[config.mk]
export PLATFORM = sky130hd
export DESIGN_NAME = axil_cmd_master
export DESIGN_NICKNAME = d
export VERILOG_FILES = /design/src/rtl/axil_pkg.sv /design/src/rtl/axil_cmd_master.sv
export SDC_FILE = /design/constraint.sdc
export NUM_CORES = 1
export LEC_CHECK = 0
export BUFFER_PORTS_ARGS = -buffer_cell sky130_fd_sc_hd__buf_2
export CAP_MARGIN = 20
export CORE_MARGIN = 5
export CORE_UTILIZATION = 50
export CTS_BUF_LIST = sky130_fd_sc_hd__clkbuf_8
export CTS_CLUSTER_DIAMETER = 150
export DETAILED_ROUTE_END_ITERATION = 10
export PLACE_DENSITY_LB_ADDON = 0.05
export SYNTH_ARGS = -nofsm -noshare
export SYNTH_HDL_FRONTEND = slang
export SYNTH_SLANG_ARGS = --single-unit
[constraint.sdc]
create_clock -name clk -period 3.3 [get_ports clk]
set_input_delay 0.33 -clock clk [delete_from_list [all_inputs] [get_ports clk]]
set_output_delay 0.33 -clock clk [all_outputs]
set_load 0.01 [all_outputs]
[src/rtl/axil_pkg.sv]
// Shared AXI4-Lite definitions: command-master FSM states, response codes and
// the saturating error-counter increment.
package axil_pkg;

  typedef enum logic [2:0] {
    ST_IDLE,
    ST_WR,
    ST_WRESP,
    ST_RD,
    ST_RDATA,
    ST_RESP
  } axil_state_e;

  localparam logic [1:0] RESP_OKAY   = 2'b00;
  localparam logic [1:0] RESP_SLVERR = 2'b10;
  localparam logic [1:0] RESP_DECERR = 2'b11;

  function automatic logic [15:0] sat_inc16(input logic [15:0] v);
    return (v == 16'hFFFF) ? v : v + 16'd1;
  endfunction

endpackage

[src/rtl/axil_cmd_master.sv]
// Single-outstanding AXI4-Lite master: turns one command into one AXI
// transaction and holds the completion until the requester consumes it.
module axil_cmd_master
  import axil_pkg::*;
#(
  parameter int ADDR_WIDTH = 32,
  parameter int DATA_WIDTH = 32
) (
  input  logic                    clk,
  input  logic                    rst,
  input  logic                    cmd_valid,
  output logic                    cmd_ready,
  input  logic                    cmd_write,
  input  logic [ADDR_WIDTH-1:0]   cmd_addr,
  input  logic [DATA_WIDTH-1:0]   cmd_wdata,
  input  logic [DATA_WIDTH/8-1:0] cmd_wstrb,
  output logic                    rsp_valid,
  input  logic                    rsp_ready,
  output logic                    rsp_write,
  output logic [DATA_WIDTH-1:0]   rsp_rdata,
  output logic [1:0]              rsp_resp,
  output logic                    busy,
  output logic [15:0]             err_count,
  output logic [ADDR_WIDTH-1:0]   m_axi_awaddr,
  output logic                    m_axi_awvalid,
  input  logic                    m_axi_awready,
  output logic [DATA_WIDTH-1:0]   m_axi_wdata,
  output logic [DATA_WIDTH/8-1:0] m_axi_wstrb,
  output logic                    m_axi_wvalid,
  input  logic                    m_axi_wready,
  input  logic [1:0]              m_axi_bresp,
  input  logic                    m_axi_bvalid,
  output logic                    m_axi_bready,
  output logic [ADDR_WIDTH-1:0]   m_axi_araddr,
  output logic                    m_axi_arvalid,
  input  logic                    m_axi_arready,
  input  logic [DATA_WIDTH-1:0]   m_axi_rdata,
  input  logic [1:0]              m_axi_rresp,
  input  logic                    m_axi_rvalid,
  output logic                    m_axi_rready
);

  axil_state_e             r_state;
  logic [ADDR_WIDTH-1:0]   r_addr;
  logic [DATA_WIDTH-1:0]   r_wdata;
  logic [DATA_WIDTH/8-1:0] r_wstrb;
  logic                    r_awvalid, r_wvalid, r_aw_done, r_w_done;
  logic                    r_arvalid, r_bready, r_rready;
  logic                    r_rsp_valid, r_rsp_write;
  logic [DATA_WIDTH-1:0]   r_rsp_rdata;
  logic [1:0]              r_rsp_resp;
  logic [15:0]             r_err_count;

  logic w_aw_hs, w_w_hs, w_aw_ok, w_w_ok;

  assign w_aw_hs = r_awvalid & m_axi_awready;
  assign w_w_hs  = r_wvalid & m_axi_wready;
  // A channel counts as finished if it completed earlier or completes now.
  assign w_aw_ok = r_aw_done | w_aw_hs;
  assign w_w_ok  = r_w_done | w_w_hs;

  always_ff @(posedge clk) begin
    if (rst) begin
      r_state     <= ST_IDLE;
      r_addr      <= '0;
      r_wdata     <= '0;
      r_wstrb     <= '0;
      r_awvalid   <= 1'b0;
      r_wvalid    <= 1'b0;
      r_aw_done   <= 1'b0;
      r_w_done    <= 1'b0;
      r_arvalid   <= 1'b0;
      r_bready    <= 1'b0;
      r_rready    <= 1'b0;
      r_rsp_valid <= 1'b0;
      r_rsp_write <= 1'b0;
      r_rsp_rdata <= '0;
      r_rsp_resp  <= '0;
      r_err_count <= '0;
    end else begin
      case (r_state)
        ST_IDLE: begin
          if (cmd_valid) begin
            r_addr  <= cmd_addr;
            r_wdata <= cmd_wdata;
            r_wstrb <= cmd_wstrb;
            if (cmd_write) begin
              r_state   <= ST_WR;
              r_awvalid <= 1'b1;
              r_wvalid  <= 1'b1;
              r_aw_done <= 1'b0;
              r_w_done  <= 1'b0;
            end else begin
              r_state   <= ST_RD;
              r_arvalid <= 1'b1;
            end
          end
        end
        ST_WR: begin
          if (w_aw_hs) begin
            r_awvalid <= 1'b0;
            r_aw_done <= 1'b1;
          end
          if (w_w_hs) begin
            r_wvalid <= 1'b0;
            r_w_done <= 1'b1;
          end
          if (w_aw_ok && w_w_ok) begin
            r_state  <= ST_WRESP;
            r_bready <= 1'b1;
          end
        end
        ST_WRESP: begin
          if (m_axi_bvalid) begin
            r_bready    <= 1'b0;
            r_rsp_valid <= 1'b1;
            r_rsp_write <= 1'b1;
            r_rsp_rdata <= '0;
            r_rsp_resp  <= m_axi_bresp;
            if (m_axi_bresp != RESP_OKAY) r_err_count <= sat_inc16(r_err_count);
            r_state     <= ST_RESP;
          end
        end
        ST_RD: begin
          if (m_axi_arready) begin
            r_arvalid <= 1'b0;
            r_rready  <= 1'b1;
            r_state   <= ST_RDATA;
          end
        end
        ST_RDATA: begin
          if (m_axi_rvalid) begin
            r_rready    <= 1'b0;
            r_rsp_valid <= 1'b1;
            r_rsp_write <= 1'b0;
            r_rsp_rdata <= m_axi_rdata;
            r_rsp_resp  <= m_axi_rresp;
            if (m_axi_rresp != RESP_OKAY) r_err_count <= sat_inc16(r_err_count);
            r_state     <= ST_RESP;
          end
        end
        ST_RESP: begin
          if (rsp_ready) begin
            r_rsp_valid <= 1'b0;
            r_state     <= ST_IDLE;
          end
        end
        default: r_state <= ST_IDLE;
      endcase
    end
  end

  assign cmd_ready     = (r_state == ST_IDLE);
  assign busy          = (r_state != ST_IDLE);
  assign rsp_valid     = r_rsp_valid;
  assign rsp_write     = r_rsp_write;
  assign rsp_rdata     = r_rsp_rdata;
  assign rsp_resp      = r_rsp_resp;
  assign err_count     = r_err_count;
  assign m_axi_awaddr  = r_addr;
  assign m_axi_awvalid = r_awvalid;
  assign m_axi_wdata   = r_wdata;
  assign m_axi_wstrb   = r_wstrb;
  assign m_axi_wvalid  = r_wvalid;
  assign m_axi_bready  = r_bready;
  assign m_axi_araddr  = r_addr;
  assign m_axi_arvalid = r_arvalid;
  assign m_axi_rready  = r_rready;

endmodule

==> impl_metrics.csv <==
group,metric,value,unit
pwr,p_per_area,584,nW/um^2
sta,post-route-period-util,0.673,
clock_tree,cts_tree,"done",
setup_path,crit_family,"simple AND/OR/NAND/NOR gates",
clock_tree,cts_sinks,130,
setup_path,critPathCaptureType,"register",
floorplan,die_area,12400,um^2
grt,grt_pass1_wl,24500,um
setup_path,worst_r2r_startpoint,"r_state[0]",
floorplan,rows,37,
pwr,p_switching,1.11,mW
routing,avgViaCountPerCell,5.17,
pwr,leakage,3.19,nW
sta,max_freq,450,MHz
sta,clock_skew,10.7,ps
routing,drc,0,
setup_path,worstPathMaxFanout,32,
yosys,synth_fp_nets,740,
run_status,status,"completed",
routing,wire_per_inst,15.2,um
yosys,netlist-cell-type-count,47,
routing,vias,5158,
sta,slew_viol_final,0,
finish,register_area,2600,um^2
sta,fin_crit,2220,ps
floorplan,coreArea,10200,um^2
setup_path,slowest_stage,"and2_2",
sta,rsz0062_at_grt,"false",
setup_path,reg2reg_slack,1080,ps
sta,tightest_slew,866,ps
finish,multi_input_area,2120,um^2
clock_tree,clk_pin_slew,80,ps
yosys,ys_seq_area_frac,0.505,
placement,dpl.hpwl,11100,um
yosys,syn_inst,625,
grt,antenna_found_initial,0,
routing,wl,15200,um
setup_path,critPathLaunch,"r_state[0]",
finish,drive_gt1_frac,0.371,
floorplan,initial_core_util,0.506,
setup_path,path_depth,5,
flow_run,cap_viol_max_count,0,
worst_hold_path,hp-class,"input port to register",
setup_path,crit_arrival,2570,ps
yosys,syn-cell-area,5150,um^2
floorplan,die_x,112,um
pwr,p_int,2.85,mW
clock_tree,cts_resized,0,
floorplan,die_h,112,um
finish,insertedDiodeCount,0,
placement,finalWeightedCongestion,0.834,
finish,fin_util,0.666,
setup_path,worstPathCellList,"nor3_1, and2_2, buf_4, nand2_1, a21oi_1",
clock_tree,cts_buffers,17,
sta,setup_viol,0,
grt,grt_pass1_vias,5015,
routing,drtIter0Drc,336,
grt,grt.total_usage,0.237,
setup_path,cpPeakStageDelay,620,ps
yosys,avgSynthCellArea,8.25,um^2
setup_path,r2r_cells,5,
pwr,pwr-share-comb,0.166,
finish,fillCellCount,918,
yosys,synth_seq_cells,130,
clock_tree,cts_buffer_depth,2,
placement,port_buffers,272,
clock_tree,cts_root_buffer,"clkbuf_8",
setup_path,r2r-end,"m_axi_araddr[3]",
sta,hold_viol,0,
routing,dr.pass1.iters,4,
sta,maxSlewHeadroom,0.423,
setup_path,cp.required,3650,ps
clock_tree,htree_levels,4,
pwr,ir_worst_vdd,312,uV
pwr,swShare,0.281,
sta,setup_tns,0,ps
setup_path,endpoint,"m_axi_araddr[3]",
floorplan,ioPinCount,273,
routing,ant_nets,0,
clock_tree,hold_buffers,0,
clock_tree,post_cts_buffers,0,
pwr,power_frac_seq,0.444,
grt,grt_max_degree,88,
clock_tree,clock_latency,430,ps
setup_path,crit_type,"register to register",
yosys,yosys_warnings,0,
pwr,clock_power_share,0.389,
setup_path,critPathLaunchType,"register",
finish,finalNetCount,964,
grt,overflow,0,
finish,area_growth,31.6,%
setup_path,path_buf_inv,1,
## synth_stat cells, drive strengths merged
| cell type | number | area share |
|---|---|---|
| a21o | 1 | 0.0015 |
| a21oi | 90 | 0.087 |
| a22oi | 32 | 0.047 |
| a311oi | 1 | 0.0017 |
| a31oi | 1 | 0.0012 |
| a32oi | 1 | 0.0017 |
| and2 | 2 | 0.0024 |
| and3 | 1 | 0.0012 |
| and3b | 2 | 0.0034 |
| and4 | 2 | 0.0034 |
| buf | 47 | 0.062 |
| clkbuf | 26 | 0.019 |
| dfxtp | 130 | 0.50 |
| ha | 1 | 0.0024 |
| inv | 6 | 0.0044 |
| mux2 | 2 | 0.0044 |
| mux2i | 3 | 0.0058 |
| nand2 | 153 | 0.11 |
| nand2b | 2 | 0.0024 |
| nand3 | 14 | 0.015 |
| nand3b | 1 | 0.0039 |
| nand4 | 4 | 0.0049 |
| nand4b | 1 | 0.0017 |
| nor2 | 52 | 0.038 |
| nor2b | 3 | 0.0036 |
| nor3 | 4 | 0.0039 |
| nor3b | 1 | 0.0015 |
| nor4 | 2 | 0.0024 |
| nor4b | 1 | 0.0017 |
| o211ai | 1 | 0.0015 |
| o21ai | 7 | 0.0068 |
| o221a | 2 | 0.0061 |
| o22a | 1 | 0.0017 |
| o22ai | 1 | 0.0012 |
| o2bb2ai | 1 | 0.0017 |
| o311ai | 2 | 0.0034 |
| o31ai | 7 | 0.010 |
| o41ai | 1 | 0.0017 |
| or2 | 2 | 0.0024 |
| or3 | 5 | 0.0061 |
| or3b | 1 | 0.0017 |
| or4 | 6 | 0.0087 |
| xor2 | 2 | 0.0034 |
## layer usage
| layer | GRT usage | routed length [um] |
|---|---|---|
| met1 | 0.262 | 5850 |
| met2 | 0.414 | 7690 |
| met3 | 0.0951 | 1340 |
| met4 | 0.0795 | 332 |
| met5 | 0 | 0 |
## layout make-up
type,instances,share of cell area
well taps,136,0.0251
flip-flops and latches,130,0.384
clock inverters,14,0.0314
repair buffers,278,0.208
inverters,6,0.00332
clock buffers,18,0.0365
multi-input cells,416,0.312
## logic make-up after synthesis
logic type	after synthesis	synth area share
and+or+nand+nor	259	0.219
AOI/OAI and AO/OA	149	0.174
DFF	130	0.505
buffers and inverters	79	0.0855
muxes	5	0.0102
xor gates and xnor gates	2	0.00340
adders and majority gates	1	0.00243
## worst min path at each step
stage / slack, ps / from / end / depth (start not counted)
after floorplan: 440 / r_aw_done / r_aw_done / 2
after global placement: 440 / m_axi_wdata[4] / m_axi_wdata[4] / 2
after detailed placement: 440 / m_axi_wdata[17] / m_axi_wdata[17] / 2
after CTS: 110 / cmd_wdata[3] / m_axi_wdata[3] / 3
after global routing: 120 / cmd_addr[2] / m_axi_araddr[2] / 3
final: 130 / cmd_wdata[3] / m_axi_wdata[3] / 3
## registers in the layout, summed over array words and instances (netlist names), 2 cells and up
signal	count
m_axi_wdata	32
r_state	3
m_axi_araddr	32
err_count	16
m_axi_wstrb	4
rsp_rdata	32
rsp_resp	2
## layout by cell type (no fill, tap or decap), types with 2 or more instances in the layout
master,n
a22oi_1,32
o21ai_0,6
nor2_1,52
inv_1,7
buf_2,271
nand3_1,13
a21oi_1,90
dfxtp_1,130
clkbuf_8,18
buf_4,7
xor2_1,2
mux2_2,2
nand2b_1,2
and3b_1,2
mux2i_1,3
or2_2,2
nand4_1,4
bufinv_16,5
or3_1,5
clkinvlp_4,6
and4_1,2
nor4_1,2
o311ai_0,2
nor3_1,4
or4_1,6
o31ai_1,7
nor2b_1,3
nand2_1,152
## power by group through the flow
stage | sequential [mW] | clock [mW] | combinational (mW)
after detailed placement | 1.79 | 0 | 0.665
final | 1.76 | 1.54 | 0.659
after global placement | 1.79 | 0 | 0.652
after CTS | 1.76 | 1.57 | 0.667
after global routing | 1.78 | 1.64 | 0.731
after floorplan | 1.82 | 0 | 0.394
## stage by stage
step	worst slack (ps)	area (um^2)	power [mW]	hold WS, ps	instances
4_1_cts	1070	6780	4.00	110	998
6_report	1080	6780	3.96	131	998
5_1_grt	797	6780	4.15	118	998
2_1_floorplan	1530	5150	2.22	436	625
3_5_place_dp	1060	6320	2.46	443	966
3_3_place_gp	1200	6320	2.44	439	966
## worst reg2reg max path, cell delays in order, from the launching register on
cell and delay (ps):
dfxtp_1 510, nor3_1 460, and2_2 620, buf_4 340, nand2_1 90, a21oi_1 130
No activity file was read; power rests on OpenSTA's default activity.
